### src/rtl/t07_mem_responder_if.sv
// t07_mem_responder_if: CPU-side request signals and
// downstream single-beat bus signals of the memory responder.
interface t07_mem_responder_if;
  logic [1:0]  rwi;
  logic [31:0] ext_address;
  logic [31:0] write_data;
  logic        busy;
  logic [31:0] ext_data;
  logic        bus_req;
  logic        bus_we;
  logic [31:0] bus_addr;
  logic [31:0] bus_wdata;
  logic        bus_ack;
  logic [31:0] bus_rdata;
  logic        err_timeout;

  modport slave (
    input  rwi, ext_address, write_data,
    input  bus_ack, bus_rdata,
    output busy, ext_data, err_timeout,
    output bus_req, bus_we, bus_addr, bus_wdata
  );

  modport master (
    output rwi, ext_address, write_data,
    output bus_ack, bus_rdata,
    input  busy, ext_data, err_timeout,
    input  bus_req, bus_we, bus_addr, bus_wdata
  );
endinterface

### src/rtl/t07_mem_responder.sv
// t07_mem_responder: turns a CPU rwi request into one
// bus_req pulse, waits for bus_ack or timeout, returns data.
module t07_mem_responder #(
  parameter int unsigned TIMEOUT = 255
) (
  input logic                  clk,
  input logic                  rst,
  t07_mem_responder_if.slave   mem
);
  typedef enum logic [1:0] {
    IDLE, REQ, WAIT, DONE
  } state_t;

  localparam logic [7:0] TMAX = 8'(TIMEOUT);

  state_t     state;
  logic [7:0] cnt;
  logic       is_rd;
  logic [1:0] off;

  logic [31:0] rd_shift;
  assign rd_shift = mem.bus_rdata >> {off, 3'b000};

  always_ff @(posedge clk) begin
    if (rst) begin
      state           <= IDLE;
      cnt             <= '0;
      is_rd           <= 1'b0;
      off             <= '0;
      mem.busy        <= 1'b0;
      mem.bus_req     <= 1'b0;
      mem.bus_we      <= 1'b0;
      mem.bus_addr    <= '0;
      mem.bus_wdata   <= '0;
      mem.ext_data    <= '0;
      mem.err_timeout <= 1'b0;
    end else begin
      mem.bus_req     <= 1'b0;
      mem.err_timeout <= 1'b0;
      unique case (state)
        IDLE: begin
          if (mem.rwi == 2'b01 || mem.rwi == 2'b10) begin
            state         <= REQ;
            mem.busy      <= 1'b1;
            mem.bus_req   <= 1'b1;
            mem.bus_we    <= (mem.rwi == 2'b01);
            mem.bus_addr  <= {mem.ext_address[31:2], 2'b00};
            mem.bus_wdata <= mem.write_data;
            is_rd         <= (mem.rwi == 2'b10);
            off           <= mem.ext_address[1:0];
          end
        end
        REQ: begin
          if (mem.bus_ack) begin
            state    <= DONE;
            mem.busy <= 1'b0;
            if (is_rd) mem.ext_data <= rd_shift;
          end else begin
            state <= WAIT;
            cnt   <= 8'd1;
          end
        end
        WAIT: begin
          if (mem.bus_ack) begin
            state    <= DONE;
            mem.busy <= 1'b0;
            cnt      <= '0;
            if (is_rd) mem.ext_data <= rd_shift;
          end else if (cnt == TMAX) begin
            state           <= DONE;
            mem.busy        <= 1'b0;
            mem.err_timeout <= 1'b1;
            cnt             <= '0;
            if (is_rd) mem.ext_data <= '0;
          end else begin
            cnt <= cnt + 8'd1;
          end
        end
        // rwi deliberately ignored: CPU still holds its request here
        DONE: state <= IDLE;
        default: state <= IDLE;
      endcase
    end
  end
endmodule
### src/flat_wrapper.sv
// flat-port wrapper written by rule: the top's interface ports become plain ports
module t07_mem_responder_flat 
#(
  parameter int unsigned TIMEOUT = 255
)
  (clk, rst, mem_rwi, mem_ext_address, mem_write_data, mem_bus_ack, mem_bus_rdata, mem_busy, mem_ext_data, mem_err_timeout, mem_bus_req, mem_bus_we, mem_bus_addr, mem_bus_wdata);
  t07_mem_responder_if mem_i ();
  input logic clk;
  input logic rst;
  input wire logic [$bits(mem_i.rwi)-1:0] mem_rwi;
  input wire logic [$bits(mem_i.ext_address)-1:0] mem_ext_address;
  input wire logic [$bits(mem_i.write_data)-1:0] mem_write_data;
  input wire logic [$bits(mem_i.bus_ack)-1:0] mem_bus_ack;
  input wire logic [$bits(mem_i.bus_rdata)-1:0] mem_bus_rdata;
  output wire logic [$bits(mem_i.busy)-1:0] mem_busy;
  output wire logic [$bits(mem_i.ext_data)-1:0] mem_ext_data;
  output wire logic [$bits(mem_i.err_timeout)-1:0] mem_err_timeout;
  output wire logic [$bits(mem_i.bus_req)-1:0] mem_bus_req;
  output wire logic [$bits(mem_i.bus_we)-1:0] mem_bus_we;
  output wire logic [$bits(mem_i.bus_addr)-1:0] mem_bus_addr;
  output wire logic [$bits(mem_i.bus_wdata)-1:0] mem_bus_wdata;
  assign mem_i.rwi = mem_rwi;
  assign mem_i.ext_address = mem_ext_address;
  assign mem_i.write_data = mem_write_data;
  assign mem_i.bus_ack = mem_bus_ack;
  assign mem_i.bus_rdata = mem_bus_rdata;
  assign mem_busy = mem_i.busy;
  assign mem_ext_data = mem_i.ext_data;
  assign mem_err_timeout = mem_i.err_timeout;
  assign mem_bus_req = mem_i.bus_req;
  assign mem_bus_we = mem_i.bus_we;
  assign mem_bus_addr = mem_i.bus_addr;
  assign mem_bus_wdata = mem_i.bus_wdata;
  t07_mem_responder #(.TIMEOUT(TIMEOUT)) u_core (.clk(clk), .rst(rst), .mem(mem_i));
endmodule
### config.mk
export PLATFORM = sky130hd
export DESIGN_NAME = t07_mem_responder_flat
export DESIGN_NICKNAME = d
export VERILOG_FILES = /design/src/rtl/t07_mem_responder_if.sv /design/src/rtl/t07_mem_responder.sv /design/src/flat_wrapper.sv
export SDC_FILE = /design/constraint.sdc
export NUM_CORES = 1
export LEC_CHECK = 0
export CAP_MARGIN = 25
export CORE_MARGIN = 1
export CORE_UTILIZATION = 35
export DETAILED_ROUTE_END_ITERATION = 8
export DONT_BUFFER_PORTS = 1
export PLACE_DENSITY = 0.57
export SKIP_CTS_REPAIR_TIMING = 1
export SLEW_MARGIN = 20
export SYNTH_ARGS = -nofsm -noshare
export SYNTH_HDL_FRONTEND = slang
export SYNTH_SLANG_ARGS = --single-unit
### constraint.sdc
create_clock -name clk -period 2.6 [get_ports clk]
set_input_delay 0.13 -clock clk [delete_from_list [all_inputs] [get_ports clk]]
set_output_delay 0.13 -clock clk [all_outputs]
set_load 0.02 [all_outputs]
==> flow_summary.json <==
{
  "antenna_found_initial": 0,
  "final_layout_size_suffix_gt1_frac": 0.0568,
  "yosysMostFrequentCell": "nand2_1",
  "min_period_ns": 2.12,
  "multi_input_area_sq_mm": 0.00209,
  "initial_core_util": 0.365,
  "h-tree-depth": 3,
  "dieArea_sq_mm": 0.0133,
  "clk_path_buf_depth": 2,
  "power.density_mw_per_mm2": 900,
  "cpLargestDelayFamily": "simple AND/OR/NAND/NOR gates",
  "drtPass1Iterations": 6,
  "critPathMaxStageDelay_ns": 0.72,
  "syn_area_sq_mm": 0.00448,
  "irDropWorstVdd_mv": 0.447,
  "chipHeight_microns": 115,
  "rsz0062_at_grt": "false",
  "totalWireLength_microns": 12400,
  "yosys_register_bits": 111,
  "worstPathCellList": "inv_1, ha_1, nand2_1, or4b_1, nor2_8, a22o_1",
  "synth_mux_area_frac": 0.0405,
  "drc": 0,
  "yosysTopAreaCell": "dfxtp_1",
  "holdCritPathClass": "in2reg",
  "clock_latency_ns": 0.35,
  "cp_slowest_cell": "or4b_1",
  "hold_viol": 0,
  "synth_area_leaders": "dfxtp_1 50%, nand2_1 13%, a21oi_1 7.7%, mux2i_1 3.8%, a22o_1 2.3%",
  "core_sq_mm": 0.0123,
  "cts-root-buf": "clkbuf_16",
  "tightest_slew_ns": 0.623,
  "ios": 201,
  "areaGrowthSynthToFinish_pct": 26.9,
  "cp_max_fo": 9,
  "yosysWarnings": 0,
  "synth_xor_area_frac": 0.00978,
  "tns_ns": 0,
  "path_class": "reg2reg",
  "ys_seq_area_frac": 0.496,
  "cp.arrival_ns": 2.42,
  "critPathBufInv": 1,
  "synth_fa_ha_area_frac": 0.0224,
  "finalSetupViolCount": 0,
  "max_cap_violations": 0,
  "status": "complete, no violations",
  "register_area_sq_mm": 0.00222,
  "synth_cells": 519,
  "drt-vias-per-instance": 5.13,
  "synth_area_per_cell_sq_um": 8.63,
  "cts_tree": "done",
  "row_count": 40,
  "cts_sinks": 111,
  "relSlewSlack": 0.584,
  "synthSimpleGateAreaFrac": 0.195,
  "async_reset_ff_frac": 0,
  "grtUsageTotal": 0.165,
  "num_vias": 3841,
  "io_buffers": 0,
  "num_antenna_cells": 0,
  "synth_ff_type": "dfxtp_1",
  "synth_compound_area_frac": 0.196,
  "grt_start_max_net_pins": 83,
  "synth_edf_count": 0,
  "clkTransAtPathRegs_ns": 0.08,
  "synth_top_cell_area_share": 0.496,
  "hold_ws_ns": 0.00895,
  "die_x_microns": 115,
  "cp-end-kind": "flop",
  "slew_violations": 0,
  "fillCellCount": 1143,
  "fin_crit_sh": 0.817,
  "initialDrtViolationCount": 241,
  "gr-total-overflow": 0,
  "wl_per_cell_microns": 16.5,
  "gp_congestion": 0.822,
  "fin_worst_skew_ns": 0.00870,
  "ant_nets": 0,
  "max_freq_mhz": 471,
  "start_kind": "flop",
  "cp_data_required_time_ns": 2.89,
  "p_leak_nw": 2.10,
  "cts_buffers": 9,
  "synth_top_family_by_area": "compound AO/OA/AOI/OAI gates",
  "synth_commonest_cells": "156 x nand2_1, 111 x dfxtp_1, 69 x a21oi_1",
  "grt_pass1_wl_microns": 17000,
  "layout.nets": 685,
  "post-route-util": 0.463,
  "synth_cell_types": 46,
  "grt_pass1_vias": 3360,
  "post-dp-hpwl_microns": 8030
}
layer usage:
layer | up-vias | part of all wire | global-route usage
met2 | 148 | 0.50 | 0.262
met3 | 24 | 0.071 | 0.0643
li1 | 1890 | - | -
met4 | 0 | 0.029 | 0.0831
met1 | 1779 | 0.40 | 0.195
met5 | - | 0 | 0
stage by stage:
step / total power (W) / instances / setup slack, ns / instance area [sq um]
global placement: 0.00358 / 659 / 0.582 / 4620
floorplan: 0.00333 / 520 / 0.826 / 4480
CTS: 0.00503 / 675 / 0.453 / 4920
global route: 0.00542 / 749 / 0.295 / 5680
detailed placement: 0.00363 / 659 / 0.480 / 4620
finish: 0.00511 / 749 / 0.477 / 5680
worst reg2reg max path, cell delays in order, from the launching register on:
cell and delay, ns:
dfxtp_1 0.36, inv_1 0.12, ha_1 0.38, nand2_1 0.12, or4b_1 0.72, nor2_8 0.23
a22o_1 0.15
report_power, final:
group          total, W  internal [W]  switching [W]
registers       0.00241       0.00195       0.000455
logic           0.00130      0.000514       0.000790
clock network   0.00140      0.000758       0.000643
layout by cell type, fill, tap and decap left out, types with 3 or more instances in the layout:
cell           count
nand2_1          156
dfxtp_1          111
dlygate4sd3_1     73
a21oi_1           69
mux2i_1           17
a22o_1            12
nor2b_1           11
nor2_1            11
o21ai_0           10
o2bb2ai_1          9
clkbuf_16          9
a211o_1            8
a32o_1             8
ha_1               8
nand3_1            5
buf_4              5
inv_1              4
nand2b_1           3
a31oi_1            3
o221a_2            3
xnor2_1            3
inv_6              3
area by class of cell:
class / count / area share
Multi-Input combinational cell: 369 / 0.369
Clock inverter: 7 / 0.0137
Inverter: 4 / 0.00264
Sequential cell: 111 / 0.391
Timing Repair Buffer: 81 / 0.147
Clock buffer: 9 / 0.0396
Tap cell: 168 / 0.0370
cells by family (layout without fill, tap and decap cells):
family / Yosys count / count (layout)
AND/OR/NAND/NOR: 203 / 203
AO/OA/AOI/OAI: 133 / 133
flip-flops: 111 / 111
buffers and inverters: 40 / 101
multiplexers: 18 / 18
adder cells (fa/ha/maj): 8 / 8
XOR/XNOR: 5 / 5
other: 1 / 2
state kept, by name (all words and copies together) (netlist names):
register	flops
u_core.mem.bus_wdata	32
u_core.mem.ext_data	32
u_core.mem.bus_addr	30
u_core.cnt	8
u_core.off	2
u_core.state	2
u_core.is_rd	1
u_core.mem.bus_req	1
u_core.mem.bus_we	1
u_core.mem.busy	1
u_core.mem.err_timeout	1
final timing paths:
kind | start | end | slack, ns | cells past startpoint
max | u_core.state[0] | u_core.mem.ext_data[24] | 0.48 | 6
min | mem_bus_rdata[31] | u_core.mem.ext_data[15] | 0.009 | 3
max reg2reg | u_core.state[0] | u_core.mem.ext_data[24] | 0.48 | 6
min reg2reg | u_core.cnt[1] | u_core.cnt[1] | 0.50 | 2
(Power assumes the default switching activity.)
